File: src/rtl/phase_timer_pkg.sv
// Shared constants and helpers for the phase timer sequencer: one-hot state
// bit positions, width helpers and the decoded state kind.
package phase_timer_pkg;

  localparam int ST_IDLE = 0;

  // Bit position of DONE in the one-hot state vector.
  function automatic int st_done(input int num_phases);
    return num_phases + 1;
  endfunction

  function automatic int clog2(input int value);
    int result;
    result = 0;
    for (int i = 0; i < 31; i++) begin
      if ((1 << i) < value) result = i + 1;
    end
    return result;
  endfunction

  // Counter width that never collapses to zero bits.
  function automatic int ctr_width(input int value);
    return (clog2(value) < 1) ? 1 : clog2(value);
  endfunction

  typedef enum logic [1:0] {
    KIND_IDLE  = 2'd0,
    KIND_PHASE = 2'd1,
    KIND_DONE  = 2'd2,
    KIND_BAD   = 2'd3
  } state_kind_e;

endpackage

File: src/rtl/phase_timer_fsm_if.sv
// Control/status bundle of the phase timer: the controller drives start/pause/
// abort and the phase lengths, the sequencer returns state, timer and strobes.
interface phase_timer_fsm_if
  import phase_timer_pkg::*;
#(
  parameter int TIMER_W    = 8,
  parameter int NUM_PHASES = 4
) ();

  localparam int IDX_W = clog2(NUM_PHASES);

  logic                          start;
  logic                          pause;
  logic                          abort;
  logic [NUM_PHASES*TIMER_W-1:0] phase_len;
  logic [NUM_PHASES+1:0]         state;
  logic [IDX_W-1:0]              phase_idx;
  logic [TIMER_W-1:0]            timer;
  logic                          busy;
  logic                          phase_done;
  logic                          seq_done;

  modport master (
    output start, pause, abort, phase_len,
    input  state, phase_idx, timer, busy, phase_done, seq_done
  );

  modport slave (
    input  start, pause, abort, phase_len,
    output state, phase_idx, timer, busy, phase_done, seq_done
  );

endinterface

File: src/rtl/phase_timer_fsm_tick_prescaler.sv
// Divides the clock into timer ticks: tick fires on the last count of every
// PRESCALE enabled cycles; clr restarts the count from zero.
module tick_prescaler
  import phase_timer_pkg::*;
#(
  parameter int PRESCALE = 1
) (
  input  logic clock,
  input  logic reset,
  input  logic en,
  input  logic clr,
  output logic tick
);

  localparam int CNT_W = ctr_width(PRESCALE);

  logic [CNT_W-1:0] r_count;
  logic             w_wrap;

  assign w_wrap = (r_count == CNT_W'(PRESCALE - 1));
  assign tick   = en && w_wrap;

  // With PRESCALE=1 the count sits at zero and every enabled cycle ticks.
  always_ff @(posedge clock) begin
    if (reset || clr) begin
      r_count <= '0;
    end else if (en) begin
      r_count <= w_wrap ? '0 : r_count + CNT_W'(1);
    end
  end

endmodule

File: src/rtl/phase_timer_fsm.sv
// Multi-phase sequencer: steps through NUM_PHASES timed phases with lengths
// latched at start, then parks in DONE or loops back to phase 0.
module phase_timer_fsm
  import phase_timer_pkg::*;
#(
  parameter int TIMER_W    = 8,
  parameter int NUM_PHASES = 4,
  parameter int PRESCALE   = 1,
  parameter int LOOP       = 0
) (
  input logic               clock,
  input logic               reset,
  phase_timer_fsm_if.slave  bus
);

  localparam int ST_W    = NUM_PHASES + 2;
  localparam int IDX_W   = clog2(NUM_PHASES);
  localparam int ST_DONE = st_done(NUM_PHASES);

  logic [ST_W-1:0]    r_state;
  logic [IDX_W-1:0]   r_phase_idx;
  logic [TIMER_W-1:0] r_timer;
  logic               r_busy;
  logic               r_phase_done;
  logic               r_seq_done;
  logic [TIMER_W-1:0] r_len [NUM_PHASES];

  state_kind_e        w_kind;
  logic [IDX_W-1:0]   w_cur_idx;
  logic [TIMER_W-1:0] w_cur_len;
  logic               w_in_phase;
  logic               w_last;
  logic               w_start_ok;
  logic               w_tick;
  logic               w_presc_en;
  logic               w_presc_clr;

  // Classify the one-hot state; anything not exactly one-hot is KIND_BAD.
  always_comb begin
    // NOTE: defaults first so no path through the decode infers a latch.
    w_kind    = KIND_BAD;
    w_cur_idx = '0;
    if (r_state == (ST_W'(1) << ST_IDLE)) begin
      w_kind = KIND_IDLE;
    end else if (r_state == (ST_W'(1) << ST_DONE)) begin
      w_kind = KIND_DONE;
    end else begin
      for (int k = 0; k < NUM_PHASES; k++) begin
        if (r_state == (ST_W'(1) << (k + 1))) begin
          w_kind    = KIND_PHASE;
          w_cur_idx = IDX_W'(k);
        end
      end
    end
  end

  assign w_cur_len  = r_len[w_cur_idx];
  assign w_in_phase = (w_kind == KIND_PHASE);
  assign w_last     = (w_cur_idx == IDX_W'(NUM_PHASES - 1));
  assign w_start_ok = bus.start && !bus.abort && !reset &&
                      ((w_kind == KIND_IDLE) || (w_kind == KIND_DONE));

  // Pause and abort both stall the prescaler, so neither can end a phase.
  assign w_presc_en  = w_in_phase && !bus.pause && !bus.abort;
  assign w_presc_clr = !w_in_phase || bus.abort;

  tick_prescaler #(
    .PRESCALE (PRESCALE)
  ) u_prescaler (
    .clock (clock),
    .reset (reset),
    .en    (w_presc_en),
    .clr   (w_presc_clr),
    .tick  (w_tick)
  );

  // NOTE: the length copy has no reset; it is only read after a start reloads it.
  always_ff @(posedge clock) begin
    if (w_start_ok) begin
      for (int k = 0; k < NUM_PHASES; k++) begin
        r_len[k] <= bus.phase_len[k*TIMER_W +: TIMER_W];
      end
    end
  end

  always_ff @(posedge clock) begin
    if (reset) begin
      r_state      <= ST_W'(1) << ST_IDLE;
      r_phase_idx  <= '0;
      r_timer      <= '0;
      r_busy       <= 1'b0;
      r_phase_done <= 1'b0;
      r_seq_done   <= 1'b0;
    end else begin
      r_phase_done <= 1'b0;
      r_seq_done   <= 1'b0;
      if (bus.abort) begin
        r_state     <= ST_W'(1) << ST_IDLE;
        r_phase_idx <= '0;
        r_timer     <= '0;
        r_busy      <= 1'b0;
      end else begin
        case (w_kind)
          KIND_IDLE, KIND_DONE: begin
            if (bus.start) begin
              r_state     <= ST_W'(2);
              r_phase_idx <= '0;
              r_timer     <= '0;
              r_busy      <= 1'b1;
            end
          end
          KIND_PHASE: begin
            if (w_tick) begin
              if (r_timer < w_cur_len) begin
                r_timer <= r_timer + TIMER_W'(1);
              end else begin
                r_timer      <= '0;
                r_phase_done <= 1'b1;
                if (!w_last) begin
                  r_state     <= r_state << 1;
                  r_phase_idx <= w_cur_idx + IDX_W'(1);
                end else begin
                  r_seq_done  <= 1'b1;
                  r_phase_idx <= '0;
                  if (LOOP != 0) begin
                    r_state <= ST_W'(2);
                  end else begin
                    r_state <= ST_W'(1) << ST_DONE;
                    r_busy  <= 1'b0;
                  end
                end
              end
            end
          end
          default: begin
            r_state     <= ST_W'(1) << ST_IDLE;
            r_phase_idx <= '0;
            r_timer     <= '0;
            r_busy      <= 1'b0;
          end
        endcase
      end
    end
  end

  assign bus.state      = r_state;
  assign bus.phase_idx  = r_phase_idx;
  assign bus.timer      = r_timer;
  assign bus.busy       = r_busy;
  assign bus.phase_done = r_phase_done;
  assign bus.seq_done   = r_seq_done;

endmodule
File: src/flat_wrapper.sv
// flat-port wrapper written by rule: the top's interface ports become plain ports
module phase_timer_fsm_flat import phase_timer_pkg::*;
#(
  parameter int TIMER_W    = 8,
  parameter int NUM_PHASES = 4,
  parameter int PRESCALE   = 1,
  parameter int LOOP       = 0
)
  (clock, reset, bus_start, bus_pause, bus_abort, bus_phase_len, bus_state, bus_phase_idx, bus_timer, bus_busy, bus_phase_done, bus_seq_done);
  phase_timer_fsm_if #(.TIMER_W(TIMER_W), .NUM_PHASES(NUM_PHASES)) bus_i ();
  input logic clock;
  input logic reset;
  input wire logic [$bits(bus_i.start)-1:0] bus_start;
  input wire logic [$bits(bus_i.pause)-1:0] bus_pause;
  input wire logic [$bits(bus_i.abort)-1:0] bus_abort;
  input wire logic [$bits(bus_i.phase_len)-1:0] bus_phase_len;
  output wire logic [$bits(bus_i.state)-1:0] bus_state;
  output wire logic [$bits(bus_i.phase_idx)-1:0] bus_phase_idx;
  output wire logic [$bits(bus_i.timer)-1:0] bus_timer;
  output wire logic [$bits(bus_i.busy)-1:0] bus_busy;
  output wire logic [$bits(bus_i.phase_done)-1:0] bus_phase_done;
  output wire logic [$bits(bus_i.seq_done)-1:0] bus_seq_done;
  assign bus_i.start = bus_start;
  assign bus_i.pause = bus_pause;
  assign bus_i.abort = bus_abort;
  assign bus_i.phase_len = bus_phase_len;
  assign bus_state = bus_i.state;
  assign bus_phase_idx = bus_i.phase_idx;
  assign bus_timer = bus_i.timer;
  assign bus_busy = bus_i.busy;
  assign bus_phase_done = bus_i.phase_done;
  assign bus_seq_done = bus_i.seq_done;
  phase_timer_fsm #(.TIMER_W(TIMER_W), .NUM_PHASES(NUM_PHASES), .PRESCALE(PRESCALE), .LOOP(LOOP)) u_core (.clock(clock), .reset(reset), .bus(bus_i));
endmodule
File: config.mk
export PLATFORM = sky130hd
export DESIGN_NAME = phase_timer_fsm_flat
export DESIGN_NICKNAME = d
export VERILOG_FILES = /design/src/rtl/phase_timer_pkg.sv /design/src/rtl/phase_timer_fsm_if.sv /design/src/rtl/phase_timer_fsm_tick_prescaler.sv /design/src/rtl/phase_timer_fsm.sv /design/src/flat_wrapper.sv
export SDC_FILE = /design/constraint.sdc
export NUM_CORES = 1
export LEC_CHECK = 0
export CAP_MARGIN = 15
export CORE_MARGIN = 5
export CORE_UTILIZATION = 50
export CTS_CLUSTER_SIZE = 10
export DETAILED_ROUTE_END_ITERATION = 10
export PLACE_DENSITY = 0.8
export REMOVE_ABC_BUFFERS = 1
export SKIP_LAST_GASP = 1
export SLEW_MARGIN = 20
export SYNTH_ARGS = -nofsm -noshare
export SYNTH_HDL_FRONTEND = slang
export SYNTH_HIERARCHICAL = 1
export SYNTH_SLANG_ARGS = --single-unit
export TNS_END_PERCENT = 100
File: constraint.sdc
create_clock -name clock -period 4.1 [get_ports clock]
set_clock_uncertainty 0.15 [all_clocks]
set_input_delay 1.23 -clock clock [delete_from_list [all_inputs] [get_ports clock]]
set_output_delay 1.23 -clock clock [all_outputs]
set_load 0.005 [all_outputs]
== Word-level counts from Yosys, hierarchy flattened ==
Memories as Yosys holds them, arrays and structs flattened.
Index checks and enable logic that the tools add are counted.
Word-level totals
  flip-flop bits (word level): 20
  bits in writable memories: 32
  input bits: 37
  output and inout bits: 19
  logic and storage cells: 84
  memories: 1
Operators by class
  add/sub/neg operators: 3
  magnitude comparators: 1
  equal/unequal tests: 13
  muxes and demuxes: 35
  bitwise gates (word level): 3
  reductions and logical operators: 21
Memories
  u_core.r_len: words 4, bits a word 8, rd ports 1, clocked after memory_dff 0, wr ports 4, line phase_timer_fsm.sv:26  | logic [TIMER_W-1:0] r_len [NUM_PHASES];
Operators with widths (number)
  $mux W2: 14
  $mux W6: 4
  $mux W8: 3
  $pmux W8 S2: 1
  $pmux W6 S2: 1
  $mux W1: 10
  $add A8 B1 Y8 const B: 1
  $lt A8 B8 Y1: 1
  $ne A2 B2 Y1 const B: 4
  $eq A6 B1 Y1 const B: 1
  $eq A6 B2 Y1 const B: 1
  $eq A6 B3 Y1 const B: 1
  $eq A6 B4 Y1 const B: 1
  $eq A6 B5 Y1 const B: 1
  $eq A6 B6 Y1 const B: 1
  $logic_and A1 B1 Y1: 6
  $reduce_or A5 Y1: 1
  $eq A2 B2 Y1 const B: 2
  $logic_not A1 Y1: 4
  $pmux W2 S2: 1
  $reduce_and A4 Y1: 1
  $reduce_or A2 Y1: 2
  $reduce_or A4 Y1: 1
  $logic_or A1 B1 Y1: 3
  other kinds (8): 10

== Logic depth before layout (Yosys ltp) ==
  depth in word-level cells: 13
  depth in mapped cells: 16
  mapped depth without buffers: 14

== Cells and area by module ==
Netlist, hierarchy kept.
By module, submodules not included
  phase_timer_fsm: instances 1, cells an instance 233, area each 2421.1 um^2, sequential area each 1341.3 um^2
  tick_prescaler: instances 1, cells an instance 1, area each 7.5 um^2, sequential area each 0.0 um^2

== Least setup slack after synthesis ==
Ideal clock, no wire load.
  kind: input-to-reg
  start point: in bus_abort
  end point: mem u_core.r_len[0][0], enable pin
  setup time: 0.423 ns
  arrival time: 3.141 ns
  data required time: 3.527 ns
  slack: 0.386 ns
  stages on the path: 3
  buffers on the path: 1
  cells stage by stage: or2_2 clkbuf_1 nor2_1
RTL lines
  from (decl): line flat_wrapper.sv:15  | input wire logic [$bits(bus_i.abort)-1:0] bus_abort;
  to (decl): line phase_timer_fsm.sv:26

== Worst setup path after layout ==
  start point: reg u_core.r_state[3] (netlist: u_core/bus.state[3])
  end point: reg u_core.r_state[2] (netlist: u_core/bus.state[2])
On the way
  word-level cells in the longest chain between the ends: 13
  elaborated cells between the ends (all ways): 35
  classes of those cells: 1 x order compare; 12 x eq/ne; 15 x mux; 6 x reduce/logical; 1 x memory
Ends and longest elaborated chain
  from (decl): line phase_timer_fsm.sv:20  | logic [ST_W-1:0] r_state;
  from (signal assigned): line phase_timer_fsm.sv:88  | r_state <= ST_W'(1) << ST_IDLE;
  from (signal assigned): line phase_timer_fsm.sv:98  | r_state <= ST_W'(1) << ST_IDLE;
  from (signal assigned): line phase_timer_fsm.sv:120  | r_state <= r_state << 1;
  branches (longest 13 deep; another with $mem_v2 Z4 W8)
Several ways; the timed one is not identified. The select of a mux whose other input is x is not followed.
A chain may end at the register's enable or synchronous reset.

==> impl_results.md <==
* Final GP Congestion at 0.8783
* Initial Utilization at 51.42%
* Internal cell power at 783.5 uW
* Worst Reg-to-Reg Cells at 14
* Worst rel slew slack at 51.12%
* Worst Setup EP: u_core/bus.state[2]
* Highest clock rate at 288.0 MHz
* WS Path Type: register to register
* Synth area leaders: edfxtp_1, dfxtp_1, nor2_1
* Share of cells above drive strength 1 at 6.920%
* Min-delay worst type: register to register
* Number of global-route vias before repair at 1,725
* First-pass GRT wire length at 7948 um
* Number of synthesized flops with an enable pin at 32
* Post-cts sizing count at 0
* Commonest non-fill, non-tap cell in the layout: clkdlybuf4s50_1
* Reg2reg start: u_core/bus.state[3]
* CORE AREA at 0.004723 sq mm
* Synth Flop Type: edfxtp_1
* Seq pwr share at 57.6%
* Sequential fraction of the synthesis area at 55.23%
* Drt pass-1 iters at 4
* Syn Inst Count at 234
* Max cap viols at 0
* CTS tree: done
* Antenna violations before repair at 0
* Clock Tree Buf Depth at 2
* Crit-path max FO at 17
* Area of the multi-input gates at 0.001013 sq mm
* Number of hold buffers added after cts at 0
* Hold Path Origin: u_core/bus.phase_idx[1]
* Buffers added on ports at 55
* Arr. time, crit path at 3550 ps
* Crit path capture type: register
* LEAKAGE at 0.001162 uW
* Switching share of total power at 19.79%
* # IOs at 56
* 1st-iter DRT viols at 142
* Setup_tns at 0 ps
* Synth Area per Inst at 10.38 sq um
* FF+latch count, synth at 51
* Design area at 0.003137 sq mm
* Worst EP required at 4170 ps
* Combinational power share at 7.5%
* CP Launch Type: register
* Post-CTS Setup Repair Bufs at 0
* Worst-Skew Late Latency at 300 ps
* Clk network pwr share at 34.9%
* Period minus WS final at 3473 ps
* RR Endpoint: u_core/bus.state[2]
* Die width at 79.70 um
* Via count at 1,868
* Beginning of the critical path: u_core/bus.state[3]
* Async S/R FF share, synth at 0%
* Seq. cell area at 0.001341 sq mm
* Final period util at 84.70%
* VDD IR max at 0.0001911 V
* Clk sinks at 51
* Synth area leader: edfxtp_1
* Switch Pwr at 193.3 uW
* Cts bufs inserted at 5
* Wire per inst at 13.64 um
* Clock-pin slew on the worst setup and hold paths at 90 ps
* Layout Area Growth over Synthesis at 29.16%
* Antenna Nets Post-Route at 0
* Post-DP Area at 0.003025 sq mm
* Layout filler cell count at 376
* R2R setup slack at 630 ps
* Final wirelength at 4856 um
* Die area at 0.006351 sq mm
* Synth top area share at 39.57%
* Total Routing Usage GR at 15.96%
* Power per standard cell area at 311.4 mW/mm^2
* Netlist cell types at 46
* Die height at 79.70 um
* RSZ-0062 raised after global routing: no
* Hold Vio Cnt, Final at 0
* Most frequent cells in the layout: clkdlybuf4s50_1, nor2_1, edfxtp_1
* Setup-failing EPs final at 0
* Vias per cell at 5.247
* DRC violations left at 0
* Syn. warnings at 6
* Dpl hpwl at 3530 um
* Final #Nets at 334
* H-tree levels at 2
* Pin count of the biggest net entering global routing at 34
* Max Slew Vio Count at 0
* Clock Root Buffer: clkbuf_8
* Gr ovfl total at 0
* Ant. Diodes at 0
* Row cnt at 25
* Synthesized area at 0.002429 sq mm
* Worst Tran Pin Value at 728.3 ps
* Status: finished clean
[stage by stage]
| step | util, % | power (uW) | std cells | setup slack [ps] | hold WS (ps) |
|---|---|---|---|---|---|
| after CTS | 66.41 | 987.7 | 356 | 663.1 | 342.9 |
| after floorplan | - | 601.9 | 225 | 503.2 | 324.4 |
| after detailed placement | 64.05 | 647.5 | 348 | 740.6 | 321.3 |
| final | 66.41 | 976.9 | 356 | 627.4 | 342.6 |
| after global placement | 64.05 | 645.7 | 348 | 765.6 | 319.0 |
| after global routing | 66.41 | 1013 | 356 | 377.6 | 381.1 |
[worst max-delay path, stage by stage (launching register included)]
cell and delay (ps):
dfxtp_1 520, xor2_1 280, nand2_4 170, inv_4 210, nand2_1 80, nand3_1 80
o21ai_0 100, ha_1 340, nand2_1 60, o21ai_0 240, nor2_1 130, nand2b_1 230
o21ai_4 110, or4b_1 490, a21oi_1 190
[synth_stat cells (all sizes together) (2+ instances only)]
cell type and instances:
nand4 3, nor2 34, or2 3, xor2 6, nor3 4, nor4 7, edfxtp 32, dfxtp 19
inv 7, o31ai 3, mux2i 4, clkbuf 5, nand2 29, and2 2, ha 9, a21oi 7
o21ai 17, and3 3, o22a 2, nand3 13, buf 4, or3 2, nand2b 4, a31oi 2
a22o 2
[sequential cells by signal, summed over array words and instances, names as in the netlist]
signal                 cells
u_core/bus.state           6
u_core/bus.phase_done      1
u_core/bus.busy            1
u_core/bus.phase_idx       2
u_core/bus.seq_done        1
u_core/bus.timer           8
u_core/r_len              32
[power groups by stage]
stage	clock, uW	combinational, uW	sequential (uW)
3_5_place_dp	0	73.3	574
2_1_floorplan	0	28.6	573
6_report	341	73.6	562
3_3_place_gp	0	71.8	574
4_1_cts	351	73.9	562
5_1_grt	370	79.6	564
[metal layers]
layer | share of wire (%) | vias to the layer above | track usage (%)
met5 | 0 | - | 0
met4 | 0.21 | 0 | 3.780
met3 | 8.6 | 2 | 5.530
met2 | 48 | 61 | 26.46
met1 | 43 | 851 | 19.97
li1 | - | 954 | -
[kinds of logic (layout without fill, tap and decap cells)]
kind of cell / Yosys count / count (layout) / synth area share, %
simple gates: 106 / 106 / 21.54
flops: 51 / 51 / 55.23
compound gates: 42 / 42 / 11.64
buf+inv: 16 / 71 / 3.143
fa+ha+maj: 9 / 9 / 4.637
xor+xnor: 6 / 6 / 2.164
mux: 4 / 4 / 1.649
[area by class of cell]
| cell class | instances | share of cell area (%) |
|---|---|---|
| sequential | 51 | 42.76 |
| multi-input combinational | 167 | 32.31 |
| timing repair buffer | 56 | 17.79 |
| tap | 67 | 2.673 |
| clock buffer | 5 | 2.194 |
| clock inverter | 3 | 1.356 |
| inverter | 7 | 0.9174 |
[worst min path at each step]
stage | endpoint | slack [ps] | cells past startpoint
final | u_core/bus.phase_idx[1] | 340 | 1
after floorplan | u_core/bus.phase_idx[1] | 320 | 1
after global routing | u_core/bus.phase_idx[1] | 380 | 1
after CTS | u_core/bus.phase_idx[1] | 340 | 1
after detailed placement | u_core/bus.phase_idx[1] | 320 | 1
after global placement | u_core/bus.phase_idx[1] | 320 | 1
Power figures use the tool's default switching activity.
